[config.mk]
export PLATFORM = sky130hd
export DESIGN_NAME = qspi_flash_arbiter
export DESIGN_NICKNAME = d
export VERILOG_FILES = /design/src/rtl/qspi_flash_arbiter.sv
export SDC_FILE = /design/constraint.sdc
export NUM_CORES = 1
export LEC_CHECK = 0
export CAP_MARGIN = 20
export CORE_ASPECT_RATIO = 0.9
export CORE_MARGIN = 3
export CORE_UTILIZATION = 35
export CTS_CLUSTER_DIAMETER = 80
export CTS_CLUSTER_SIZE = 16
export DETAILED_ROUTE_END_ITERATION = 10
export SYNTH_ARGS = -nofsm -noshare
export SYNTH_HDL_FRONTEND = slang
export SYNTH_SLANG_ARGS = --single-unit
[constraint.sdc]
create_clock -name clk -period 2.37 [get_ports clk]
set_input_delay 0.474 -clock clk [delete_from_list [all_inputs] [get_ports clk]]
set_output_delay 0.474 -clock clk [all_outputs]
set_load 0.01 [all_outputs]
[src/rtl/qspi_flash_arbiter.sv]
// Two-requester arbiter for the shared configuration QSPI flash pads.
// Grants exclusive ownership, muxes the owner's pad controls, and enforces a guard gap and a watchdog.
module qspi_flash_arbiter #(
  parameter int GUARD_CYCLES   = 8,
  parameter int TIMEOUT_CYCLES = 65536,
  parameter int CNT_W          = 17
) (
  input  logic       clk,
  input  logic       rst,
  input  logic       req0,
  output logic       gnt0,
  input  logic       ss0_o,
  input  logic       ss0_t,
  input  logic [3:0] io0_o,
  input  logic [3:0] io0_t,
  output logic [3:0] io0_i,
  input  logic       req1,
  output logic       gnt1,
  input  logic       ss1_o,
  input  logic       ss1_t,
  input  logic [3:0] io1_o,
  input  logic [3:0] io1_t,
  output logic [3:0] io1_i,
  output logic       ss_o,
  output logic       ss_t,
  output logic [3:0] io_o,
  output logic [3:0] io_t,
  input  logic [3:0] io_i,
  output logic [1:0] owner,
  output logic       timeout
);

  typedef enum logic [1:0] {IDLE = 2'd0, OWN = 2'd1, GUARD = 2'd2} state_t;

  localparam logic [7:0]       GUARD_LAST = 8'(GUARD_CYCLES - 1);
  localparam logic [CNT_W-1:0] WD_LAST    = CNT_W'(TIMEOUT_CYCLES - 1);
  localparam bit               WD_EN      = (TIMEOUT_CYCLES != 0);

  state_t           state_q, state_d;
  logic [1:0]       owner_q, owner_d;
  logic             last_owner_q, last_owner_d;
  logic             lockout0_q, lockout0_d;
  logic             lockout1_q, lockout1_d;
  logic [7:0]       guard_q, guard_d;
  logic [CNT_W-1:0] wdog_q, wdog_d;
  logic             timeout_q, timeout_d;

  logic elig0, elig1, own_req, other_elig;

  always_ff @(posedge clk) begin
    if (rst) begin
      state_q      <= IDLE;
      owner_q      <= 2'b00;
      last_owner_q <= 1'b1;
      lockout0_q   <= 1'b0;
      lockout1_q   <= 1'b0;
      guard_q      <= '0;
      wdog_q       <= '0;
      timeout_q    <= 1'b0;
    end else begin
      state_q      <= state_d;
      owner_q      <= owner_d;
      last_owner_q <= last_owner_d;
      lockout0_q   <= lockout0_d;
      lockout1_q   <= lockout1_d;
      guard_q      <= guard_d;
      wdog_q       <= wdog_d;
      timeout_q    <= timeout_d;
    end
  end

  assign elig0      = req0 & ~lockout0_q;
  assign elig1      = req1 & ~lockout1_q;
  assign own_req    = owner_q[0] ? req0  : req1;
  assign other_elig = owner_q[0] ? elig1 : elig0;

  always_comb begin
    state_d      = state_q;
    owner_d      = owner_q;
    last_owner_d = last_owner_q;
    guard_d      = guard_q;
    wdog_d       = wdog_q;
    timeout_d    = 1'b0;
    // A lockout survives only while its request stays high.
    lockout0_d   = lockout0_q & req0;
    lockout1_d   = lockout1_q & req1;

    case (state_q)
      IDLE: begin
        if (elig0 && (!elig1 || last_owner_q)) begin
          state_d      = OWN;
          owner_d      = 2'b01;
          last_owner_d = 1'b0;
          wdog_d       = '0;
        end else if (elig1) begin
          state_d      = OWN;
          owner_d      = 2'b10;
          last_owner_d = 1'b1;
          wdog_d       = '0;
        end
      end
      OWN: begin
        // A release on the expiry edge wins over the revoke.
        if (!own_req) begin
          state_d = GUARD;
          owner_d = 2'b00;
          guard_d = GUARD_LAST;
        end else if (WD_EN && other_elig && (wdog_q == WD_LAST)) begin
          state_d   = GUARD;
          owner_d   = 2'b00;
          guard_d   = GUARD_LAST;
          timeout_d = 1'b1;
          if (owner_q[0]) lockout0_d = 1'b1;
          else            lockout1_d = 1'b1;
        end else if (other_elig) begin
          wdog_d = wdog_q + 1'b1;
        end
      end
      GUARD: begin
        if (guard_q == 8'd0) state_d = IDLE;
        else                 guard_d = guard_q - 8'd1;
      end
      default: begin
        state_d = IDLE;
        owner_d = 2'b00;
      end
    endcase
  end

  // Pad mux follows the registered owner so the idle value appears in the cycle owner clears.
  always_comb begin
    gnt0    = (owner_q == 2'b01);
    gnt1    = (owner_q == 2'b10);
    owner   = owner_q;
    timeout = timeout_q;
    ss_o    = 1'b1;
    ss_t    = 1'b0;
    io_o    = 4'h0;
    io_t    = 4'hF;
    io0_i   = 4'h0;
    io1_i   = 4'h0;
    case (owner_q)
      2'b01: begin
        ss_o  = ss0_o;
        ss_t  = ss0_t;
        io_o  = io0_o;
        io_t  = io0_t;
        io0_i = io_i;
      end
      2'b10: begin
        ss_o  = ss1_o;
        ss_t  = ss1_t;
        io_o  = io1_o;
        io_t  = io1_t;
        io1_i = io_i;
      end
      default: ;
    endcase
  end

endmodule

==> qor.yml, run 1 <==
grt_antenna_before_repair: 0
timing.critical_path.to: "io_o[0]"
synth_enable_flop_cells: 0
p_leak_nw: 1.02
p_comb_share_pct: 36.6
critPathMaxStageDelay_ns: 0.55
fmax_mhz: 444
dp_slack_ns: 0.0327
power_density_nw_per_um2: 636
grt_start_max_net_pins: 17
mappedNetlistArea_um2: 1880
global_route_wire_length_before_repair_um: 7780
fp.dieW_um: 83.2
critical_path.n_buffers_inverters: 3
crit_path_start: "owner[0]"
vias_per_cell: 5.02
floorplan.die.height_um: 75.4
tritoncts_clock_tree: "yes"
slew-limit-headroom_pct: 70.2
synth_sequential_area_ratio_pct: 35.2
synth_top_cell_area_share_pct: 35.2
worst-endpoint-arrival_ns: 1.78
synth-main-ff-cell: "dfxtp_1"
post-route-min-period_ns: 2.25
grt_setup_unrepaired: "yes"
place.detailed.hpwl_um: 3500
worst_path_dominant_cell_family: "buffers and inverters"
setup.worst_path.start_class: "flop"
detailedRoute.firstIterationViolations: 47
pwr-share-seq_pct: 39.6
post_cts_repair_setup_buffers: 0
regToRegSetupSlack_ns: 0.14
min-delay-path-class: "reg -> reg"
floorplan.core_area_um2: 5010
power_switching_mw: 0.583
r2r-end: "wdog_q[0]"
synth_async_sr_flop_share_pct: 0
slew_viol_final: 0
highest_layer: "met4"
ys_types: 50
gp_congestion: 0.804
worst_path_max_delay_cell: "clkdlybuf4s50_1"
cts_hold_buffers: 0
clock_network_latency_to_the_later_pin_of_the_worst_skew_pair_ns: 0.28
cp_data_required_time_ns: 1.90
ir_drop_v: 0.000534
routed-wl-met2_um: 2070
port-buffer-count: 50
final_design_area_no_fill_um2: 2720
route.antenna.remaining_nets: 0
r2r.worst_path.cells: 10
layout-drive-gt1-share_pct: 17.3
finalWorstSetupSlack_ns: 0.120
drt-total-wl_um: 4680
timing.critical_path.fanout_max: 15
cts-root-buf: "clkbuf_8"
synth_cells: 216
final.fill_count: 480
reg2reg_from: "wdog_q[10]"
yosysMostFrequentCell: "dfxtp_1"
clock-sinks: 33
cts.reportedPaths.clkPinSlew_ns: 0.07
synth_largest_area_cell: "dfxtp_1"
site_rows: 24
p_clk_share_pct: 23.7
h-tree-depth: 2
fin_crit_sh_pct: 95.0
total_die_area_um2: 6270
via_count: 1776
nNetsFinal: 322
worst-path-stages: 6
max_slew.worst_pin.slew_ns: 0.446
setup-violations-final: 0
critPathCaptureType: "output port"
max-cap-violations: 0
hold_viol: 0
antenna_cells_inserted: 0
synth_seq_cells: 33
first_global_vias: 1634
grt_util_all_layers_pct: 15.3
switching_share_pct: 33.7
cell_internal_pwr_mw: 1.14
timing.clock.skew_ns: 0.00464
first_pass_iters: 4
synth.top_cells.by_count: "dfxtp_1 (33), nor2_1 (32), a21oi_1 (15)"
initial_core_util_pct: 37.4
placement.cell_area_um2: 2610
globalRoute.totalOverflow: 0
run_status: "completed"
wl_per_cell_um: 13.2
yosys-top-cells-area: "dfxtp_1 (35%), xnor2_1 (6.5%), nor2_1 (6.4%), a21oi_1 (4.0%), ha_1 (4.0%)"
number_of_synthesis_warnings: 0
syn-num-nets: 250
syn_avg_cell_area_um2: 8.68
met3_length_um: 211
path_cells: "inv_1 > ha_2 > buf_4 > a22oi_1 > nor2_1 > clkdlybuf4s50_1"
cts-buffers-inserted: 5
area_delta_synth_final_pct: 44.8
max-clock-path-buffers: 2
route.layer.met1.wl_um: 2320
setup.worst_path.class: "reg -> out"
ios: 51
drt_drc_violations_left: 0
-- layout by cell type, fill, tap and decap left out, types with 4 or more instances in the layout --
cell / netlist / layout
nor2_1: 32 / 32
inv_1: 7 / 7
a21oi_1: 15 / 15
nand2_1: 12 / 12
a221o_1: 5 / 5
clkdlybuf4s50_1: 0 / 43
a211oi_1: 4 / 4
ha_1: 6 / 4
nand3_1: 11 / 11
clkbuf_8: 0 / 5
xor2_1: 4 / 4
and2_1: 9 / 9
dlymetal6s2s_1: 0 / 6
buf_4: 0 / 24
xnor2_1: 14 / 14
dfxtp_1: 33 / 31
a22oi_1: 5 / 5
-- worst min-delay path by stage --
stage	startpoint	to	slack [ns]	cells past startpoint
after detailed placement	wdog_q[16]	wdog_q[16]	0.46	2
after global routing	wdog_q[16]	wdog_q[16]	0.49	2
after global placement	wdog_q[16]	wdog_q[16]	0.46	2
final	wdog_q[16]	wdog_q[16]	0.48	2
after floorplan	last_owner_q	last_owner_q	0.43	2
after CTS	wdog_q[16]	wdog_q[16]	0.47	2
-- sequential cells by signal, indices dropped and copies added, names as in the netlist --
register,count
wdog_q,17
guard_q,8
owner,2
state_q,2
last_owner_q,1
lockout0_q,1
lockout1_q,1
timeout,1
-- repair_timing --
item	4_1_cts	5_1_grt
endpoints found under the setup margin	6	29
gates resized for setup	4	8
pin swaps	0	1
hold endpoints to repair	0	0
-- cells by family (layout without fill, tap and decap cells) --
group	count (synthesis)	after routing	synth area share, %
flops	33	33	35.2
compound gates	49	49	21.0
simple gates	90	90	25.6
buf+inv	17	90	4.07
fa+ha+maj	6	6	4.00
mux	3	3	1.73
xor+xnor	18	18	8.41
-- layer usage --
metal,global-route usage [%],vias up
li1,-,927
met1,20.0,796
met2,25.2,47
met3,3.68,6
met4,5.81,0
met5,0,-
-- power by group through the flow --
stage	clock, mW	sequential (mW)	combinational [mW]
after CTS	0.431	0.685	0.644
after global routing	0.449	0.696	0.704
final	0.410	0.685	0.633
after global placement	0	0.696	0.641
after floorplan	0	0.687	0.397
after detailed placement	0	0.697	0.641
-- worst min-delay path, stage by stage, from the launching register on --
cell	delay, ns
dfxtp_1	0.31
nand3_1	0.06
a21oi_1	0.06
-- cell type report --
cell class	count	area (um^2)	area share, %
Clock buffer	6	72.6	2.67
Clock inverter	2	10.0	0.368
Inverter	7	26.3	0.967
Multi-Input combinational cell	166	1150	42.3
Sequential cell	33	663	24.4
Tap cell	65	81.3	2.99
Timing Repair Buffer	75	714	26.3
-- through the flow --
step	total power, mW	cells	utilization [%]	hold slack, ns	TNS [ns]
after floorplan	1.08	216	-	0.432	0
after global placement	1.34	346	52.0	0.457	0
after detailed placement	1.34	346	52.0	0.462	0
after CTS	1.76	354	53.7	0.472	0
after global routing	1.85	354	54.2	0.489	-0.0218
final	1.73	354	54.2	0.475	0
Note: power is estimated with default switching activity, not from simulation.
==> inputs of run 2 (changes only) <==
--- a/config.mk
+++ b/config.mk
@@ -12,6 +12,7 @@
 export CTS_CLUSTER_DIAMETER = 80
 export CTS_CLUSTER_SIZE = 16
 export DETAILED_ROUTE_END_ITERATION = 10
+export SLEW_MARGIN = 20
 export SYNTH_ARGS = -nofsm -noshare
 export SYNTH_HDL_FRONTEND = slang
 export SYNTH_SLANG_ARGS = --single-unit
==> constraint.sdc (replaced) <==
create_clock -name clk -period 2.37 [get_ports clk]
set_input_delay 0.474 -clock clk [delete_from_list [all_inputs] [get_ports clk]]
set_output_delay 0.474 -clock clk [all_outputs]
set_load 0.005 [all_outputs]
==> qor.yml, run 2 (synthesized netlist as in run 1, its figures left out) <==
largest-register: "wdog_q"
grt_start_max_net_pins: 17  # unchanged
post_cts_repair_setup_buffers: 0  # unchanged
slew_viol_final: 0  # unchanged
antenna_cells_inserted: 0  # unchanged
tritoncts_clock_tree: "yes"
power_density_nw_per_um2: 640  # +0.63%
max_slew.worst_pin.slew_ns: 0.446  # -0.000520 ns
place_inst: 346  # unchanged
regToRegSetupSlack_ns: 0.14  # about the same
layout-drive-gt1-share_pct: 17.4  # +0.060 points
critPathCaptureType: "output port"
fin_tns_setup_ns: 0  # unchanged
final_common_cell: "clkdlybuf4s50_1"
total_die_area_um2: 6270  # unchanged
drt-total-wl_um: 4570  # -2.4%
worst-path-stages: 5  # -1
global_route_wire_length_before_repair_um: 7640  # -1.9%
grt_antenna_before_repair: 0  # unchanged
reg2reg_from: "wdog_q[10]"
cts.reportedPaths.clkPinSlew_ns: 0.07  # about the same
site_rows: 24  # unchanged
pwr-share-seq_pct: 39.3  # -0.3 points
largest_reg_flops: 17  # unchanged
power_switching_mw: 0.563  # -3.4%
max-cap-violations: 0  # unchanged
setup-violations-final: 0  # unchanged
p_comb_share_pct: 36.1  # -0.5 points
setup.worst_path.start_class: "flop"
clock_network_latency_to_the_later_pin_of_the_worst_skew_pair_ns: 0.28  # about the same
reg_top3: "wdog_q: 17 flops, guard_q: 8 flops"
h-tree-depth: 2  # unchanged
critical_path.n_buffers_inverters: 3  # unchanged
initial_core_util_pct: 37.4  # unchanged
drt_drc_violations_left: 0  # unchanged
cp_data_required_time_ns: 1.90  # about the same
timing.critical_path.to: "io_t[1]"
clock-sinks: 33  # unchanged
cell_internal_pwr_mw: 1.18  # +3.0%
max-clock-path-buffers: 2  # unchanged
fp.dieW_um: 83.2  # unchanged
port-buffer-count: 50  # unchanged
first_pass_iters: 4  # unchanged
cts-root-buf: "clkbuf_8"
switching_share_pct: 32.3  # -1.4 points
path_cells: "inv_1 > ha_2 > buf_4 > a221o_1 > clkdlybuf4s50_1"
hold_viol: 0  # unchanged
fmax_mhz: 437  # -1.7%
grt_setup_unrepaired: "no"
crit_path_start: "owner[0]"
min-delay-path-class: "reg -> reg"
finalNonFillerCells: 353  # -0.28%
floorplan.core_area_um2: 5010  # unchanged
critPathMaxStageDelay_ns: 0.47  # -0.08 ns
slew-limit-headroom_pct: 70.3  # about the same
worst_path_max_delay_cell: "clkdlybuf4s50_1"
gp_congestion: 0.804  # about the same
cts_hold_buffers: 0  # unchanged
ir_drop_v: 0.000545  # +2.1%
worst_path_dominant_cell_family: "buffers and inverters"
floorplan.die.height_um: 75.4  # unchanged
r2r-end: "wdog_q[15]"
p_leak_nw: 0.969  # -5.2%
detailedRoute.firstIterationViolations: 65  # +38%
mostFrequentLayoutCells: "clkdlybuf4s50_1 (50), nor2_1 (32), dfxtp_1 (31)"
p_clk_share_pct: 24.6  # +0.9 points
setup.worst_path.class: "reg -> out"
area_delta_synth_final_pct: 45.2
r2r.worst_path.cells: 10  # unchanged
timing.critical_path.fanout_max: 15  # unchanged
post-route-min-period_ns: 2.29  # +0.0380 ns
nNetsFinal: 322  # unchanged
globalRoute.totalOverflow: 0  # unchanged
timing.clock.skew_ns: 0.00539  # +0.000748 ns
final_core_util_pct: 54.3  # +0.12 points
final.fill_count: 456  # -5.0%
route.antenna.remaining_nets: 0  # unchanged
first_global_vias: 1658  # +1.5%
cts-buffers-inserted: 5  # unchanged
fin_crit_sh_pct: 96.6  # +1.6 points
ios: 51  # unchanged
vias_per_cell: 5.06  # +0.79%
worst-endpoint-arrival_ns: 1.81  # +0.03 ns
run_status: "completed"
place.detailed.hpwl_um: 3480  # -0.41%
via_count: 1785  # +0.51%
grt_util_all_layers_pct: 14.8  # -0.53 points
wl_per_cell_um: 12.9  # -2.1%
run 2: cell types whose count changed in the layout (fill, tap and decap cells not counted), sizes merged:
| cell | before | now |
|---|---|---|
| clkinvlp | 0 | 1 |
| clkdlybuf4s50 | 43 | 50 |
| clkinv | 2 | 0 |
| dlygate4sd2 | 1 | 0 |
| dlymetal6s2s | 6 | 0 |
run 2: cell type report:
class	count	area, um^2	area share, %
clock buffer	6	82.6	3.03
clock inverter	1	7.51	0.276
inverter	7	26.3	0.965
multi-input combinational	166	1160	42.6
sequential	33	663	24.4
tap	65	81.3	2.99
timing repair buffer	75	701	25.7
run 2: how the worst min path moves through the flow:
stage / startpoint / to / depth (start not counted) / slack (ns)
floorplan: last_owner_q / last_owner_q / 2 / 0.43
global route: wdog_q[16] / wdog_q[16] / 2 / 0.50
CTS: wdog_q[16] / wdog_q[16] / 2 / 0.47
global placement: wdog_q[16] / wdog_q[16] / 2 / 0.46
detailed placement: wdog_q[16] / wdog_q[16] / 2 / 0.46
finish: wdog_q[16] / wdog_q[16] / 2 / 0.47
run 2: stage by stage:
stage	power [mW]	hold slack (ns)	area, um^2	worst slack, ns
after floorplan	1.07	0.432	1880	0.0389
after global placement	1.32	0.457	2610	0.0871
after detailed placement	1.32	0.460	2610	0.0589
after CTS	1.76	0.470	2700	0.00897
after global routing	1.85	0.499	2720	0.00134
final	1.74	0.468	2720	0.0815
run 2: what timing repair did:
action / in CTS / in global routing
pin swaps: 0 / 1
setup endpoints to repair: 5 / 31
gates cloned: 0 / 0
hold endpoints to repair: 0 / 0
resized for setup: 1 / 5
run 2: tightest hold or removal path, stage by stage, from the launching register on:
cell     delay, ns
dfxtp_1       0.31
nand3_1       0.06
a21oi_1       0.05
run 2: power by group through the flow:
stage                     sequential (mW)  clock [mW]  combinational, mW
after floorplan                     0.685           0              0.380
after global placement              0.696           0              0.623
after detailed placement            0.695           0              0.628
after CTS                           0.683       0.447              0.631
after global routing                0.694       0.464              0.693
final                               0.685       0.428              0.629
run 2: per-layer routing:
layer	GRT usage, %	vias up	part of all wire (%)
met4	3.81	0	1.1
met3	4.32	5	4.6
li1	-	922	-
met2	24.7	45	44
met1	19.1	813	50
met5	0	-	0
==> inputs of run 3 (changes only) <==
--- a/config.mk
+++ b/config.mk
@@ -10,7 +10,6 @@
 export CORE_MARGIN = 3
 export CORE_UTILIZATION = 35
 export CTS_CLUSTER_DIAMETER = 80
-export CTS_CLUSTER_SIZE = 16
 export DETAILED_ROUTE_END_ITERATION = 10
 export SLEW_MARGIN = 20
 export SYNTH_ARGS = -nofsm -noshare
==> results of run 3 <==
Final layout, timing and power as in run 2 (identical DEF).
